[config.mk]
export PLATFORM = sky130hd
export DESIGN_NAME = uart_tx_fifo
export DESIGN_NICKNAME = d
export VERILOG_FILES = /design/src/rtl/uart_tx_fifo.sv
export SDC_FILE = /design/constraint.sdc
export NUM_CORES = 1
export LEC_CHECK = 0
export BUFFER_PORTS_ARGS = -buffer_cell sky130_fd_sc_hd__buf_2
export CELL_PAD_IN_SITES_DETAIL_PLACEMENT = 1
export CELL_PAD_IN_SITES_GLOBAL_PLACEMENT = 2
export CORE_UTILIZATION = 46
export CTS_BUF_LIST = sky130_fd_sc_hd__clkbuf_8
export CTS_CLUSTER_SIZE = 28
export DETAILED_ROUTE_END_ITERATION = 8
export HOLD_SLACK_MARGIN = 0.08
export PLACE_DENSITY_LB_ADDON = 0.12
export SYNTH_ARGS = -nofsm -noshare
export SYNTH_HDL_FRONTEND = slang
export SYNTH_SLANG_ARGS = --single-unit
[constraint.sdc]
create_clock -name IN_clk -period 6.5 [get_ports IN_clk]
set_clock_uncertainty 0.05 [all_clocks]
set_input_delay 0.975 -clock IN_clk [delete_from_list [all_inputs] [get_ports IN_clk]]
set_output_delay 0.975 -clock IN_clk [all_outputs]
set_load 0.005 [all_outputs]
[src/rtl/uart_tx_fifo.sv]
// UART transmitter fed by a 4-entry byte FIFO; 8 data bits, optional parity, one stop bit.
// Frames are sent back-to-back while bytes are queued.
module uart_tx_fifo #(
  parameter int unsigned CLKS_PER_BIT = 5208,
  parameter int unsigned PARITY       = 0
) (
  input  logic       IN_clk,
  input  logic       IN_rst,
  input  logic [7:0] IN_data,
  input  logic       IN_valid,
  output logic       OUT_ready,
  output logic       OUT_tx,
  output logic       OUT_busy
);

  localparam int unsigned      BaudW   = $clog2(CLKS_PER_BIT);
  localparam logic [BaudW-1:0] BaudMax = BaudW'(CLKS_PER_BIT - 1);
  localparam logic             OddPar  = (PARITY == 2);

  typedef enum logic [2:0] {StIdle, StStart, StData, StPar, StStop} state_e;

  state_e           r_state;
  logic [7:0]       r_mem [4];
  logic [1:0]       r_wr_ptr;
  logic [1:0]       r_rd_ptr;
  logic [2:0]       r_count;
  logic             r_ready;
  logic             r_busy;
  logic             r_pending;
  logic             r_tx;
  logic             r_par;
  logic [7:0]       r_shift;
  logic [BaudW-1:0] r_baud;
  logic [2:0]       r_idx;

  logic       w_push;
  logic       w_pop;
  logic       w_bit_end;
  logic       w_to_idle;
  logic [2:0] w_count_d;
  logic [7:0] w_head;

  always_comb begin
    w_push    = IN_valid & r_ready;
    w_bit_end = (r_baud == BaudMax);
    w_head    = r_mem[r_rd_ptr];
    w_pop     = 1'b0;
    w_to_idle = 1'b0;
    case (r_state)
      StIdle: begin
        // r_pending lags the count by one edge, giving the two-edge start latency
        w_pop     = r_pending & (r_count != 3'd0);
        w_to_idle = ~w_pop;
      end
      StStop: begin
        if (w_bit_end) begin
          w_pop     = (r_count != 3'd0);
          w_to_idle = ~w_pop;
        end
      end
      default: ;
    endcase
    w_count_d = r_count + {2'b00, w_push} - {2'b00, w_pop};
  end

  always_ff @(posedge IN_clk) begin
    if (IN_rst) begin
      r_wr_ptr  <= 2'd0;
      r_rd_ptr  <= 2'd0;
      r_count   <= 3'd0;
      r_ready   <= 1'b0;
      r_busy    <= 1'b0;
      r_pending <= 1'b0;
    end else begin
      if (w_push) begin
        r_mem[r_wr_ptr] <= IN_data;
        r_wr_ptr        <= r_wr_ptr + 2'd1;
      end
      if (w_pop) begin
        r_rd_ptr <= r_rd_ptr + 2'd1;
      end
      r_count   <= w_count_d;
      r_ready   <= (w_count_d < 3'd4);
      r_busy    <= ~w_to_idle | (w_count_d != 3'd0);
      r_pending <= (r_count != 3'd0);
    end
  end

  always_ff @(posedge IN_clk) begin
    if (IN_rst) begin
      r_state <= StIdle;
      r_baud  <= '0;
      r_idx   <= 3'd0;
      r_tx    <= 1'b1;
      r_shift <= 8'd0;
      r_par   <= 1'b0;
    end else begin
      case (r_state)
        StIdle: begin
          r_tx <= 1'b1;
          if (w_pop) begin
            r_shift <= w_head;
            r_par   <= (^w_head) ^ OddPar;
            r_tx    <= 1'b0;
            r_baud  <= '0;
            r_state <= StStart;
          end
        end
        StStart: begin
          if (w_bit_end) begin
            r_baud  <= '0;
            r_idx   <= 3'd0;
            r_tx    <= r_shift[0];
            r_state <= StData;
          end else begin
            r_baud <= r_baud + 1'b1;
          end
        end
        StData: begin
          if (w_bit_end) begin
            r_baud <= '0;
            r_idx  <= r_idx + 3'd1;
            if (r_idx == 3'd7) begin
              if (PARITY != 0) begin
                r_tx    <= r_par;
                r_state <= StPar;
              end else begin
                r_tx    <= 1'b1;
                r_state <= StStop;
              end
            end else begin
              r_shift <= r_shift >> 1;
              r_tx    <= r_shift[1];
            end
          end else begin
            r_baud <= r_baud + 1'b1;
          end
        end
        StPar: begin
          if (w_bit_end) begin
            r_baud  <= '0;
            r_tx    <= 1'b1;
            r_state <= StStop;
          end else begin
            r_baud <= r_baud + 1'b1;
          end
        end
        StStop: begin
          if (w_bit_end) begin
            r_baud <= '0;
            if (w_pop) begin
              r_shift <= w_head;
              r_par   <= (^w_head) ^ OddPar;
              r_tx    <= 1'b0;
              r_state <= StStart;
            end else begin
              r_tx    <= 1'b1;
              r_state <= StIdle;
            end
          end else begin
            r_baud <= r_baud + 1'b1;
          end
        end
        default: begin
          r_tx    <= 1'b1;
          r_state <= StIdle;
        end
      endcase
    end
  end

  assign OUT_ready = r_ready;
  assign OUT_tx    = r_tx;
  assign OUT_busy  = r_busy;

endmodule

==> results.yml, run 1 <==
place:
  dp_hpwl_um: 4300
  dp_slack_ns: 2.92
  port_buffers: 13
  place.gp.congestion: 0.741
  placed_cells: 359
pwr:
  p_per_area_mw_per_mm2: 317
  ir_drop_v: 0.000151
  power_leakage_nw: 1.17
detailed_routing:
  ant_nets: 0
  vias: 2066
  routed_wl_um: 6270
  viasPerCell: 5.51
  first_iter_violations: 63
  wl_per_cell_um: 16.7
  dr.pass1.iters: 4
  drc: 0
floorplan:
  ios: 14
  dieArea_mm2: 0.00728
  rows: 30
  die_h_um: 85.3
  core_mm2: 0.00676
  fp.dieW_um: 85.3
  start_util_pct: 47.3
sta:
  layout_setup_ws_ns: 2.89
  worst_slew_pin_slew_ns: 0.976
  tns_ns: 0
  fmax_mhz: 277
  rsz0062_at_grt: "no"
  drv_slew: 0
  setup_viol: 0
  whs_ns: 0.427
  timing.final.crit_share_pct: 55.6
  relSlewSlack_pct: 34.5
  finalHoldViolations: 0
  min_period_ns: 3.61
global_route:
  grt_pass1_vias: 2052
  grt_pass1_wl_um: 10600
  use_met3_pct: 4.96
  gr-usage-all-layers_pct: 19.3
  grt_use_met2_pct: 26.8
  top_usage_layer: "met1"
  met1_usage_pct: 28.1
  grt_overflow: 0
  grt_start_max_net_pins: 32
  antenna_found_initial: 0
worst_setup_path:
  cp_data_required_time_ns: 6.66
  path_class: "flip-flop to flip-flop"
  crit_fanout: 14
  end_kind: "flip-flop"
  arrival_ns: 3.77
  start_kind: "flip-flop"
  timing.reg2reg.setup_slack_ns: 2.89
yosys:
  yosysSeqAreaShare_pct: 55.2
  synth_area_leaders: "edfxtp_1 30%, dfxtp_1 25%, mux4_2 5.6%"
  synth_ff_type: "dfxtp_1"
  syn-instance-count: 281
  mappedNetlistNets: 302
  ys_async_sr_fraction_pct: 0
  yosysTopAreaCellShare_pct: 30.1
  syn_avg_cell_area_um2: 11.4
  ys_types: 48
  yosys_warnings: 0
  yosysTopAreaCell: "edfxtp_1"
  synth-seq-cells: 72
  synth_edf_count: 32
  synth_area_mm2: 0.00319
final_layout:
  layout-drive-gt1-share_pct: 15.9
  postLayoutCoreUtil_pct: 51.1
  nNetsFinal: 311
  final_cells: 375
  syn_to_final_growth_pct: 8.19
  diodes: 0
clock_network:
  cts_root_buf: "clkbuf_8"
  path_clk_slew_ns: 0.08
  cts.path.max_buffers: 2
  cts_resized: 0
  cts_hold_buf: 0
  cts_tree: "yes"
  cts_made_buffers: 9
  cts.sinks: 72
  insertion_delay_ns: 0.36
  h-tree-depth: 3
  post_cts_buffers: 0
run_status:
  status: "completed"
min_path:
  hp-class: "flip-flop to flip-flop"
flow_run:
  cap_viol_max_count: 0
==> layout by cell type (no fill, tap or decap), types with 7 or more instances in the layout <==
cell type	n
dfxtp_1	40
nor2_1	35
edfxtp_1	32
a21oi_1	23
inv_1	15
xnor2_1	14
nand2_1	13
buf_2	13
nor3_1	9
ha_1	9
clkbuf_8	9
nand3_1	8
mux4_2	8
a211oi_2	7
==> routing by layer <==
metal,vias up,part of all wire (%)
li1,1026,-
met1,1004,53
met2,28,43
met3,8,2.9
met4,0,1.6
met5,-,0
==> cell families after synthesis <==
kind of cell / share of synthesized area [%]
xor gates and xnor gates: 3.84
and+or+nand+nor: 16.1
DFF: 55.2
AOI/OAI and AO/OA: 10.3
adders and majority gates: 4.15
buffers and inverters: 4.54
muxes: 5.95
==> sequential cells by signal (all words and copies together) (netlist names), named ones only <==
name	flops
r_mem	32
r_baud	13
r_shift	8
r_count	3
r_idx	3
r_state	3
r_rd_ptr	2
r_wr_ptr	2
OUT_busy	1
OUT_ready	1
OUT_tx	1
r_pending	1
==> synthesized netlist by cell type, types with 3 or more instances <==
master and count:
inv_1 15, ha_1 9, a21oi_1 23, a22oi_1 3
nor4_1 4, buf_6 3, nor3_1 9, mux4_2 8
xnor2_1 14, nand3_1 8, dfxtp_1 40, and2_1 5
o21ai_1 3, edfxtp_1 32, nand2_1 13, nor2_1 35
buf_2 5, nor2b_1 5, o21ai_0 5, clkbuf_1 4
a211oi_2 7
==> worst paths after layout <==
check,from,cells past startpoint,to
setup reg to reg,r_baud[0],12,OUT_busy
hold / removal,r_shift[4],2,r_shift[4]
hold reg to reg,r_shift[4],2,r_shift[4]
setup / recovery,r_baud[0],12,OUT_busy
==> worst max-delay path: stages (launching register included) <==
cell and delay (ns):
dfxtp_1 0.34, ha_1 0.24, and4b_1 0.22, and4_1 0.21, o21ai_1 0.71, inv_1 0.20, ha_1 0.34, inv_1 0.04
ha_1 0.18, fa_1 0.37, xnor2_1 0.14, xnor2_1 0.25, a41oi_1 0.16
==> area by class of cell <==
class	instances	area, um2
flip-flops and latches	72	1760
multi-input cells	179	1290
fillers	744	3300
inverters	15	56.3
clock buffers	9	124
repair buffers	13	65.1
well taps	80	100
clock inverters	7	61.3
==> per-stage QoR <==
step                      instance area (um2)  total power [mW]
final                                    3460              1.10
after floorplan                          3190             0.720
after detailed placement                 3270             0.771
after CTS                                3460              1.11
after global routing                     3460              1.16
after global placement                   3270             0.766
==> power by group <==
part           switching (mW)  internal [mW]
clock                   0.192          0.146
combinational           0.117         0.0942
sequential             0.0315          0.515
Note: power is estimated with default switching activity, not from simulation.
==> run 2: changes to the inputs <==
--- a/config.mk
+++ b/config.mk
@@ -5,10 +5,11 @@
 export SDC_FILE = /design/constraint.sdc
 export NUM_CORES = 1
 export LEC_CHECK = 0
+export ABC_AREA = 1
 export BUFFER_PORTS_ARGS = -buffer_cell sky130_fd_sc_hd__buf_2
 export CELL_PAD_IN_SITES_DETAIL_PLACEMENT = 1
 export CELL_PAD_IN_SITES_GLOBAL_PLACEMENT = 2
-export CORE_UTILIZATION = 46
+export CORE_UTILIZATION = 39
 export CTS_BUF_LIST = sky130_fd_sc_hd__clkbuf_8
 export CTS_CLUSTER_SIZE = 28
 export DETAILED_ROUTE_END_ITERATION = 8
==> constraint.sdc (replaced) <==
create_clock -name IN_clk -period 3.65 [get_ports IN_clk]
set_clock_uncertainty 0.05 [all_clocks]
set_input_delay 0.5475 -clock IN_clk [delete_from_list [all_inputs] [get_ports IN_clk]]
set_output_delay 0.5475 -clock IN_clk [all_outputs]
set_load 0.005 [all_outputs]
==> run 2 against run 1 <==
Against the previous run:
- register-to-register slack got worse by 2.3 ns
- via count increased by 35%
- largest power group unchanged
- count of clock-buffer cells in the layout unchanged
- critical path type unchanged
- wire length increased by 40%
- synthesized cell count increased by 53%
- clock power increased by 120%
==> results.yml, run 2 <==
final_layout:
  largest_register: "r_mem"
  top_regs: "r_mem (32), r_baud (13), r_shift (8)"
  diodes: 0
  nFillCells: 1089
  nNetsFinal: 462
  syn_to_final_growth_pct: 9.64
  largest_reg_flops: 32
  postLayoutCoreUtil_pct: 44.9
  layout_common_cells: "102 x nand2_1, 53 x inv_1, 49 x nor2_1"
  final_common_cell: "nand2_1"
  layout-drive-gt1-share_pct: 12.8
yosys:
  yosysTopAreaCellShare_pct: 26.5
  ys_async_sr_fraction_pct: 0
  ys_types: 37
  yosysTopAreaCell: "edfxtp_1"
  yosysSeqAreaShare_pct: 48.7
  synthTopCellsByCount: "102 x nand2_1, 53 x inv_1, 49 x nor2_1"
  synth.most_common_cell: "nand2_1"
  mappedNetlistNets: 450
  synth_edf_count: 32
  synth_area_leaders: "edfxtp_1 27%, dfxtp_1 22%, nand2_1 11%"
  synth-seq-cells: 72
  syn-instance-count: 429
  yosys_warnings: 0
  synth_area_mm2: 0.00362
  synth_ff_type: "dfxtp_1"
  syn_avg_cell_area_um2: 8.44
detailed_routing:
  routed_wl_um: 8770
  dr.pass1.iters: 6
  drc: 0
  vias: 2794
  ant_nets: 0
  first_iter_violations: 171
  wl_per_cell_um: 15.8
  viasPerCell: 5.04
min_path:
  min-delay-start: "IN_data[1]"
  min_path_cells: 1
  hp-class: "input port to flip-flop"
sta:
  worst_slew_pin_slew_ns: 0.866
  rsz0062_at_grt: "no"
  finalHoldViolations: 0
  tns_ns: 0
  fmax_mhz: 323
  drv_slew: 0
  timing.final.crit_share_pct: 84.8
  min_period_ns: 3.10
  setup_viol: 0
  relSlewSlack_pct: 42.0
clock_network:
  cts_made_buffers: 9
  path_clk_slew_ns: 0.09
  cts_resized: 0
  insertion_delay_ns: 0.35
  h-tree-depth: 3
  cts_hold_buf: 0
  cts_root_buf: "clkbuf_8"
  post_cts_buffers: 0
  cts_tree: "yes"
  cts.sinks: 72
  cts.path.max_buffers: 2
global_route:
  grt_overflow: 0
  grt_pass1_vias: 2971
  grt_use_met2_pct: 31.3
  grt_pass1_wl_um: 15100
  top_usage_layer: "met2"
  gr-usage-all-layers_pct: 20.4
  antenna_found_initial: 0
  grt_start_max_net_pins: 21
  met1_usage_pct: 29.4
  use_met3_pct: 3.72
floorplan:
  dieArea_mm2: 0.00967
  start_util_pct: 40.9
  ios: 14
  rows: 34
  core_mm2: 0.00885
  fp.dieW_um: 98.3
  die_h_um: 98.3
worst_setup_path:
  critPathLaunch: "r_baud[0]"
  worstRegToRegCells: 15
  path_depth: 15
  path_class: "flip-flop to flip-flop"
  max_stage_delay_ns: 0.40
  cp_slowest_cell: "dfxtp_1"
  start_kind: "flip-flop"
  cp_data_required_time_ns: 3.88
  end_kind: "flip-flop"
  worst-path-buf-inv: 2
  cp_top_family: "adder cells"
  crit_chain: "ha_1 -> nand2_1 -> clkinv_1 -> nand2_1 -> nor2_4 -> nand4_4 -> nand2_2 -> ha_1 -> inv_1 -> ha_1 -> fa_1 -> xor2_1 -> xor2_1 -> nor3_1 -> a21oi_1"
  path_common_cell: "ha_1"
  arrival_ns: 3.32
  regToRegStartpoint: "r_baud[0]"
  crit_fanout: 12
pwr:
  power_leakage_nw: 1.60
  p_per_area_mw_per_mm2: 599
  ir_drop_v: 0.000276
  power.total_mw: 2.38
run_status:
  status: "completed"
flow_run:
  cap_viol_max_count: 0
place:
  port_buffers: 13
  place.gp.congestion: 0.786
  dp_hpwl_um: 6260
-- run 2: changes by cell type in the layout (fill, tap and decap cells not counted), moves of 7 or more --
cell and change:
nor2_1 +14, mux4_2 -8, a211oi_2 -7, nand3_1 +31, inv_1 +38, nand4_1 +12
nand2_1 +89, xnor2_1 -12
-- run 2: logic make-up after synthesis --
family          Yosys count  share of synthesized area [%]
compound gates           36                           5.43
flops                    72                           48.7
fa+ha+maj                10                           3.66
simple gates            231                           31.2
buf+inv                  71                           8.36
xor+xnor                  9                           2.70
-- run 2: power breakdown --
group          internal (mW)  switching (mW)
registers              0.929          0.0621
logic                  0.200           0.449
clock network          0.395           0.341
-- run 2: per-layer routing --
layer	routed length [um]	part of all wire, %
met1	4610	53
met2	3850	44
met3	201	2.3
met4	102	1.2
met5	0	0
-- run 2: cell type report --
class | instances | area [um2] | area share [%]
Clock buffer | 9 | 124 | 3.12
Clock inverter | 7 | 101 | 2.55
Inverter | 59 | 226 | 5.71
Multi-Input combinational cell | 286 | 1560 | 39.2
Sequential cell | 72 | 1760 | 44.4
Tap cell | 108 | 135 | 3.40
Timing Repair Buffer | 13 | 65.1 | 1.64
-- run 2: worst paths after layout --
kind                      end  slack (ns)
setup / recovery     OUT_busy        0.55
hold / removal    r_mem[1][1]        0.36
setup reg to reg     OUT_busy        0.55
hold reg to reg      r_idx[0]        0.41
-- run 2: worst reg2reg max path: stages, from the launching register on --
cell and delay (ns):
dfxtp_1 0.40, ha_1 0.30, nand2_1 0.09, clkinv_1 0.05, nand2_1 0.09, nor2_4 0.19, nand4_4 0.26, nand2_2 0.19
ha_1 0.14, inv_1 0.04, ha_1 0.18, fa_1 0.38, xor2_1 0.17, xor2_1 0.28, nor3_1 0.08, a21oi_1 0.15
-- run 2: metrics by stage --
step                      setup slack, ns  cell area (um2)  hold slack [ns]  std cells
final                               0.555             3970            0.356        554
after global routing                0.319             3970            0.345        554
after CTS                           0.545             3970            0.335        554
after detailed placement            0.599             3740            0.408        538
after global placement              0.735             3740            0.407        538
after floorplan                      1.08             3620            0.378        429
